--- src/rtl/pc_unit_pkg.sv ---
// Shared types for the program-counter unit.
package pc_unit_pkg;
    typedef enum logic [1:0] {
        PC_SRC__INCR       = 2'd0,
        PC_SRC__JUMP       = 2'd1,
        PC_SRC__ALU_RESULT = 2'd2,
        PC_SRC__TRAP       = 2'd3
    } pc_src_t;
endpackage

--- src/rtl/pc_unit.sv ---
// Program-counter unit: next-PC selection, misaligned-target trap
// redirect and a small circular return-address stack.
module pc_unit
    import pc_unit_pkg::*;
#(
    parameter int                XLEN         = 32,
    parameter logic [XLEN-1:0]   RESET_VECTOR = '0,
    parameter logic [XLEN-1:0]   TRAP_VECTOR  = 'h100,
    parameter int                IALIGN       = 32,
    parameter int                RAS_DEPTH    = 4
) (
    input  logic            clk,
    input  logic            reset,
    input  logic            fetch_en,
    input  logic            pc_update,
    input  pc_src_t         pc_src,
    input  logic [XLEN-1:0] imm_ext,
    input  logic [XLEN-1:0] alu_result,
    input  logic            ras_push,
    input  logic            ras_pop,
    output logic [XLEN-1:0] pc_cur,
    output logic [XLEN-1:0] pc_old,
    output logic [XLEN-1:0] pc_next,
    output logic            misaligned,
    output logic [XLEN-1:0] bad_addr,
    output logic [XLEN-1:0] ras_top,
    output logic            ras_valid,
    output logic            ras_underflow
);

    localparam int              PW   = (RAS_DEPTH > 1) ? $clog2(RAS_DEPTH) : 1;
    localparam logic [PW:0]     FULL = (PW + 1)'(RAS_DEPTH);
    localparam logic [XLEN-1:0] INC  = XLEN'(4);

    logic [XLEN-1:0] pc_cur_q, pc_cur_d;
    logic [XLEN-1:0] pc_old_q, pc_old_d;
    logic [XLEN-1:0] bad_addr_q, bad_addr_d;
    logic            mis_q, mis_d;
    logic            unf_q, unf_d;
    logic [XLEN-1:0] mem_q [RAS_DEPTH];
    logic [XLEN-1:0] mem_d [RAS_DEPTH];
    logic [PW-1:0]   top_q, top_d;
    logic [PW:0]     cnt_q, cnt_d;

    logic            tgt_mis;
    logic [XLEN-1:0] link;
    logic [PW-1:0]   top_inc;

    always_comb begin
        pc_next = pc_cur_q + INC;
        unique case (pc_src)
            PC_SRC__INCR:       pc_next = pc_cur_q + INC;
            PC_SRC__JUMP:       pc_next = pc_old_q + imm_ext;
            PC_SRC__ALU_RESULT: pc_next = alu_result & ~XLEN'(1);
            PC_SRC__TRAP:       pc_next = TRAP_VECTOR;
        endcase
    end

    // With 16-bit alignment bit 0 is already clear, so nothing can fault.
    assign tgt_mis = (IALIGN == 32) && (pc_src != PC_SRC__TRAP)
                     && pc_next[1];
    assign link    = pc_old_q + INC;
    assign top_inc = top_q + 1'b1;

    always_comb begin
        pc_cur_d   = pc_cur_q;
        pc_old_d   = pc_old_q;
        bad_addr_d = bad_addr_q;
        mis_d      = 1'b0;
        unf_d      = 1'b0;
        mem_d      = mem_q;
        top_d      = top_q;
        cnt_d      = cnt_q;

        if (fetch_en) pc_old_d = pc_cur_q;

        if (pc_update) begin
            if (tgt_mis) begin
                pc_cur_d   = TRAP_VECTOR;
                bad_addr_d = pc_next;
                mis_d      = 1'b1;
            end else begin
                pc_cur_d = pc_next;
            end
        end

        // Push+pop on a non-empty stack replaces the top in place.
        if (ras_push && (!ras_pop || cnt_q == '0)) begin
            top_d          = top_inc;
            mem_d[top_inc] = link;
            if (cnt_q != FULL) cnt_d = cnt_q + 1'b1;
        end else if (ras_push) begin
            mem_d[top_q] = link;
        end else if (ras_pop) begin
            if (cnt_q != '0) begin
                top_d = top_q - 1'b1;
                cnt_d = cnt_q - 1'b1;
            end else begin
                unf_d = 1'b1;
            end
        end
    end

    always_ff @(posedge clk or posedge reset) begin
        if (reset) begin
            pc_cur_q   <= RESET_VECTOR;
            pc_old_q   <= RESET_VECTOR;
            bad_addr_q <= '0;
            mis_q      <= 1'b0;
            unf_q      <= 1'b0;
            top_q      <= '0;
            cnt_q      <= '0;
            for (int i = 0; i < RAS_DEPTH; i++) mem_q[i] <= '0;
        end else begin
            pc_cur_q   <= pc_cur_d;
            pc_old_q   <= pc_old_d;
            bad_addr_q <= bad_addr_d;
            mis_q      <= mis_d;
            unf_q      <= unf_d;
            top_q      <= top_d;
            cnt_q      <= cnt_d;
            mem_q      <= mem_d;
        end
    end

    assign pc_cur        = pc_cur_q;
    assign pc_old        = pc_old_q;
    assign bad_addr      = bad_addr_q;
    assign misaligned    = mis_q;
    assign ras_underflow = unf_q;
    assign ras_valid     = (cnt_q != '0);
    assign ras_top       = (cnt_q != '0) ? mem_q[top_q] : '0;

endmodule

--- config.mk ---
export PLATFORM = sky130hd
export DESIGN_NAME = pc_unit
export DESIGN_NICKNAME = d
export VERILOG_FILES = /design/src/rtl/pc_unit_pkg.sv /design/src/rtl/pc_unit.sv
export SDC_FILE = /design/constraint.sdc
export NUM_CORES = 1
export LEC_CHECK = 0
export ABC_AREA = 1
export BUFFER_PORTS_ARGS = -buffer_cell sky130_fd_sc_hd__buf_2
export CAP_MARGIN = 20
export CORE_UTILIZATION = 55
export CTS_CLUSTER_DIAMETER = 60
export DETAILED_ROUTE_END_ITERATION = 7
export MAX_ROUTING_LAYER = met4
export PLACE_DENSITY = 0.78
export SYNTH_ARGS = -nofsm -noshare
export SYNTH_HDL_FRONTEND = slang
export SYNTH_SLANG_ARGS = --single-unit
--- constraint.sdc ---
create_clock -name clk -period 22 [get_ports clk]
set_input_delay 4.4 -clock clk [delete_from_list [all_inputs] [get_ports clk]]
set_output_delay 4.4 -clock clk [all_outputs]
set_load 0.01 [all_outputs]
==> flow_results.xml <==
<?xml version="1.0" encoding="UTF-8"?>
<metrics>
  <group name="run_status">
    <metric name="status" unit="">completed</metric>
  </group>
  <group name="critical_path">
    <metric name="crit_type" unit="">input pin to output pin</metric>
    <metric name="cp_cell_sequence" unit="">buf_2 &gt; ha_1 &gt; inv_1 &gt; fa_1 &gt; inv_1 &gt; nand3_1 &gt; nand3_1 &gt; nand2_1 &gt; nand2_1 &gt; nand2_1 &gt; nand2_1 &gt; nand2_1 &gt; nand3b_1 &gt; nand3_1 &gt; nand2_1 &gt; buf_2</metric>
    <metric name="worst_setup_path_start_kind" unit="">input pin</metric>
    <metric name="cp_data_arrival_time" unit="ps">6570</metric>
    <metric name="cp_data_required_time" unit="ps">17600</metric>
    <metric name="cp_common_cell" unit="">sky130_fd_sc_hd__nand2_1</metric>
    <metric name="worst_setup_path_end_kind" unit="">output pin</metric>
    <metric name="timing.critical_path.slowest_cell_delay" unit="ps">350</metric>
    <metric name="maximum_fanout_encountered_on_the_critical_timing_path" unit="">5</metric>
    <metric name="slowest_stage" unit="">sky130_fd_sc_hd__fa_1</metric>
  </group>
  <group name="power">
    <metric name="p_total" unit="mW">1.93</metric>
    <metric name="power_leakage" unit="nW">8.42</metric>
    <metric name="power.density_cell_area" unit="mW/mm^2">118</metric>
    <metric name="vdd.ir_drop.worst" unit="uV">147</metric>
  </group>
  <group name="clock_tree">
    <metric name="cts_tree" unit="">done</metric>
    <metric name="post_cts_hold_buffer_count" unit="">0</metric>
    <metric name="clock_insertion_delay_worst_skew" unit="ps">540</metric>
    <metric name="cts_htree_levels" unit="">1</metric>
    <metric name="numClockSinks" unit="">231</metric>
    <metric name="post_cts_buffers" unit="">0</metric>
    <metric name="clkTransAtPathRegs" unit="ps">60</metric>
    <metric name="clock_path_buffers" unit="">3</metric>
    <metric name="cts_made_buffers" unit="">27</metric>
    <metric name="postCtsResizedCells" unit="">0</metric>
    <metric name="buffer_type_at_the_clock_tree_root" unit="">sky130_fd_sc_hd__clkbuf_16</metric>
  </group>
  <group name="drt">
    <metric name="dr.first_iter.drc_count" unit="">1241</metric>
    <metric name="routed-via-count" unit="">14200</metric>
    <metric name="routed_via_density" unit="">5.50</metric>
    <metric name="drt_first_pass_iters" unit="">6</metric>
    <metric name="post-route-drc-count" unit="">0</metric>
    <metric name="wl_per_cell" unit="um">18.1</metric>
    <metric name="routed_wirelength" unit="um">46700</metric>
    <metric name="ant_nets" unit="">0</metric>
  </group>
  <group name="cells_and_area">
    <metric name="most-common-layout-cells" unit="">sky130_fd_sc_hd__nand2_1, sky130_fd_sc_hd__nor2_1, sky130_fd_sc_hd__inv_1, sky130_fd_sc_hd__buf_2, sky130_fd_sc_hd__dfrtp_1</metric>
    <metric name="drive_above_1_share" unit="">0.151</metric>
    <metric name="final_util" unit="">0.649</metric>
    <metric name="antenna_cells_inserted" unit="">0</metric>
    <metric name="layout.nets" unit="">2336</metric>
    <metric name="post-route-cell-area" unit="sq mm">0.0164</metric>
    <metric name="mostFrequentLayoutCell" unit="">sky130_fd_sc_hd__nand2_1</metric>
    <metric name="fill_cells" unit="">2295</metric>
    <metric name="layout-area-overhead-vs-synth" unit="%">15.7</metric>
  </group>
  <group name="timing">
    <metric name="period_share" unit="">0.499</metric>
    <metric name="finClkSkew" unit="ps">10.7</metric>
    <metric name="fmaxAchievable" unit="MHz">91.1</metric>
    <metric name="grt_setup_unrepaired" unit="">no</metric>
    <metric name="totalNegativeSetupSlack" unit="ps">0</metric>
    <metric name="timing.final.setup_violations" unit="">0</metric>
    <metric name="setup_slack" unit="ps">11030</metric>
    <metric name="finalMaxSlewViolations" unit="">0</metric>
    <metric name="finalHoldViolCount" unit="">0</metric>
    <metric name="worst_tran_pin_value" unit="ps">1040</metric>
    <metric name="worst_slew_margin_rel" unit="">0.305</metric>
    <metric name="crit_path_time_final" unit="ps">10970</metric>
  </group>
  <group name="global_routing">
    <metric name="grt_overflow" unit="">0</metric>
    <metric name="antenna_found_initial" unit="">0</metric>
    <metric name="grt_util_all_layers" unit="">0.363</metric>
    <metric name="grt_start_max_net_pins" unit="">106</metric>
    <metric name="first_pass_grt_wire_length" unit="um">72000</metric>
    <metric name="first_global_vias" unit="">13300</metric>
  </group>
  <group name="synth">
    <metric name="synthesis.yosys.warnings" unit="">0</metric>
    <metric name="postSynth.topFlopCell" unit="">sky130_fd_sc_hd__dfrtp_1</metric>
    <metric name="synth.lib_cells_used.distinct" unit="">51</metric>
    <metric name="synth-seq-cells" unit="">231</metric>
    <metric name="postSynthCellCount" unit="">2027</metric>
    <metric name="synthesis.nets" unit="">2138</metric>
    <metric name="syn-cell-area" unit="sq mm">0.0142</metric>
    <metric name="avgSynthCellArea" unit="sq um">6.99</metric>
    <metric name="ys_async_sr_fraction" unit="">1.00</metric>
    <metric name="synth_enable_flop_cells" unit="">0</metric>
    <metric name="ys_seq_area_frac" unit="">0.408</metric>
  </group>
  <group name="floorplanning">
    <metric name="num_io_pins" unit="">235</metric>
    <metric name="die_w" unit="um">163</metric>
    <metric name="floorplan.die_area" unit="sq mm">0.0264</metric>
    <metric name="dieHeight" unit="um">163</metric>
    <metric name="start_util" unit="">0.561</metric>
    <metric name="placementRows" unit="">58</metric>
    <metric name="fp.coreArea" unit="sq mm">0.0253</metric>
  </group>
  <group name="min_path">
    <metric name="hold_path.class" unit="">register to register</metric>
  </group>
  <group name="placement">
    <metric name="placement.cell_area" unit="sq mm">0.0155</metric>
    <metric name="routabilityCongestion" unit="">0.966</metric>
    <metric name="portBuffers" unit="">233</metric>
    <metric name="detailedPlace.worstSlack" unit="ps">11070</metric>
    <metric name="dp_hpwl" unit="um">34600</metric>
  </group>
  <group name="run">
    <metric name="maxCapViolCount" unit="">0</metric>
  </group>
</metrics>
-- synth_stat cells (all sizes together) (3+ instances only) --
cell | number | area [sq um]
a21boi | 5 | 37.5
a21oi | 127 | 647
buf | 33 | 201
clkbuf | 44 | 168
clkinv | 3 | 11.3
dfrtp | 231 | 5780
ha | 37 | 463
inv | 254 | 953
nand2 | 578 | 2190
nand3 | 101 | 516
nand3b | 4 | 30.0
nand4 | 17 | 121
nor2 | 270 | 1090
nor3 | 38 | 211
o211ai | 12 | 95.1
o21ai | 193 | 970
o21bai | 3 | 22.5
o22ai | 10 | 62.6
or2 | 9 | 56.3
xnor2 | 8 | 70.1
xor2 | 35 | 322
-- state kept, by name, indices dropped and copies added (netlist names) --
| signal | count |
|---|---|
| mem_q | 128 |
| bad_addr | 32 |
| pc_cur | 32 |
| pc_old | 32 |
| cnt_q | 3 |
| top_q | 2 |
| misaligned | 1 |
| ras_underflow | 1 |
-- report_power, final --
part	leakage, nW	switching, mW	internal, mW	total [mW]
logic	5.10	0.510	0.279	0.790
clock network	0.439	0.183	0.267	0.450
registers	2.87	0.117	0.576	0.692
-- cells by family (layout without fill, tap and decap cells) --
| group | Yosys count | count (layout) | share of synthesized area |
|---|---|---|---|
| fa+ha+maj | 39 | 39 | 0.0355 |
| simple gates | 1020 | 1020 | 0.299 |
| xor+xnor | 43 | 43 | 0.0276 |
| compound gates | 358 | 358 | 0.134 |
| flops | 231 | 231 | 0.408 |
| buf+inv | 334 | 552 | 0.0941 |
| mux | 2 | 2 | 0.00159 |
-- final cells by class --
| type | instances | area (sq um) | area share |
|---|---|---|---|
| Sequential cell | 231 | 5780 | 0.353 |
| Multi-Input combinational cell | 1462 | 7060 | 0.431 |
| Timing Repair Buffer | 246 | 1280 | 0.0779 |
| Clock buffer | 39 | 771 | 0.0470 |
| Inverter | 257 | 972 | 0.0593 |
| Clock inverter | 10 | 115 | 0.00702 |
| Tap cell | 330 | 413 | 0.0252 |
-- through the flow --
step / instances / hold WS, ps
finish: 2575 / 476
global route: 2575 / 483
CTS: 2574 / 474
detailed placement: 2525 / 452
global placement: 2525 / 447
floorplan: 2027 / 444
-- worst max-delay path: cells and delay by family --
| kind | cells | cell delay (ps) |
|---|---|---|
| simple gates | 10 | 1180 |
| buf+inv | 4 | 410 |
| fa+ha+maj | 2 | 570 |
-- layer usage --
metal | vias to the layer above | global-route usage | routed length (um) | share of wire
met4 | 0 | 0.0961 | 1060 | 0.023
met5 | - | - | 0 | 0
met2 | 562 | 0.612 | 23100 | 0.49
li1 | 6846 | - | - | -
met3 | 71 | 0.0397 | 3060 | 0.066
met1 | 6687 | 0.463 | 19500 | 0.42
-- path summary, 6_finish.rpt --
check | start | to | slack (ps) | cells after the start
max reg2reg | top_q[1] | mem_q[46] | 17920 | 10
min in group asynchronous | reset | mem_q[121] | 3970 | 2
min | bad_addr[17] | bad_addr[17] | 480 | 2
min reg2reg | bad_addr[17] | bad_addr[17] | 480 | 2
max in group asynchronous | reset | mem_q[34] | 16650 | 3
max | imm_ext[0] | pc_next[22] | 11030 | 16
Power figures use the tool's default switching activity.
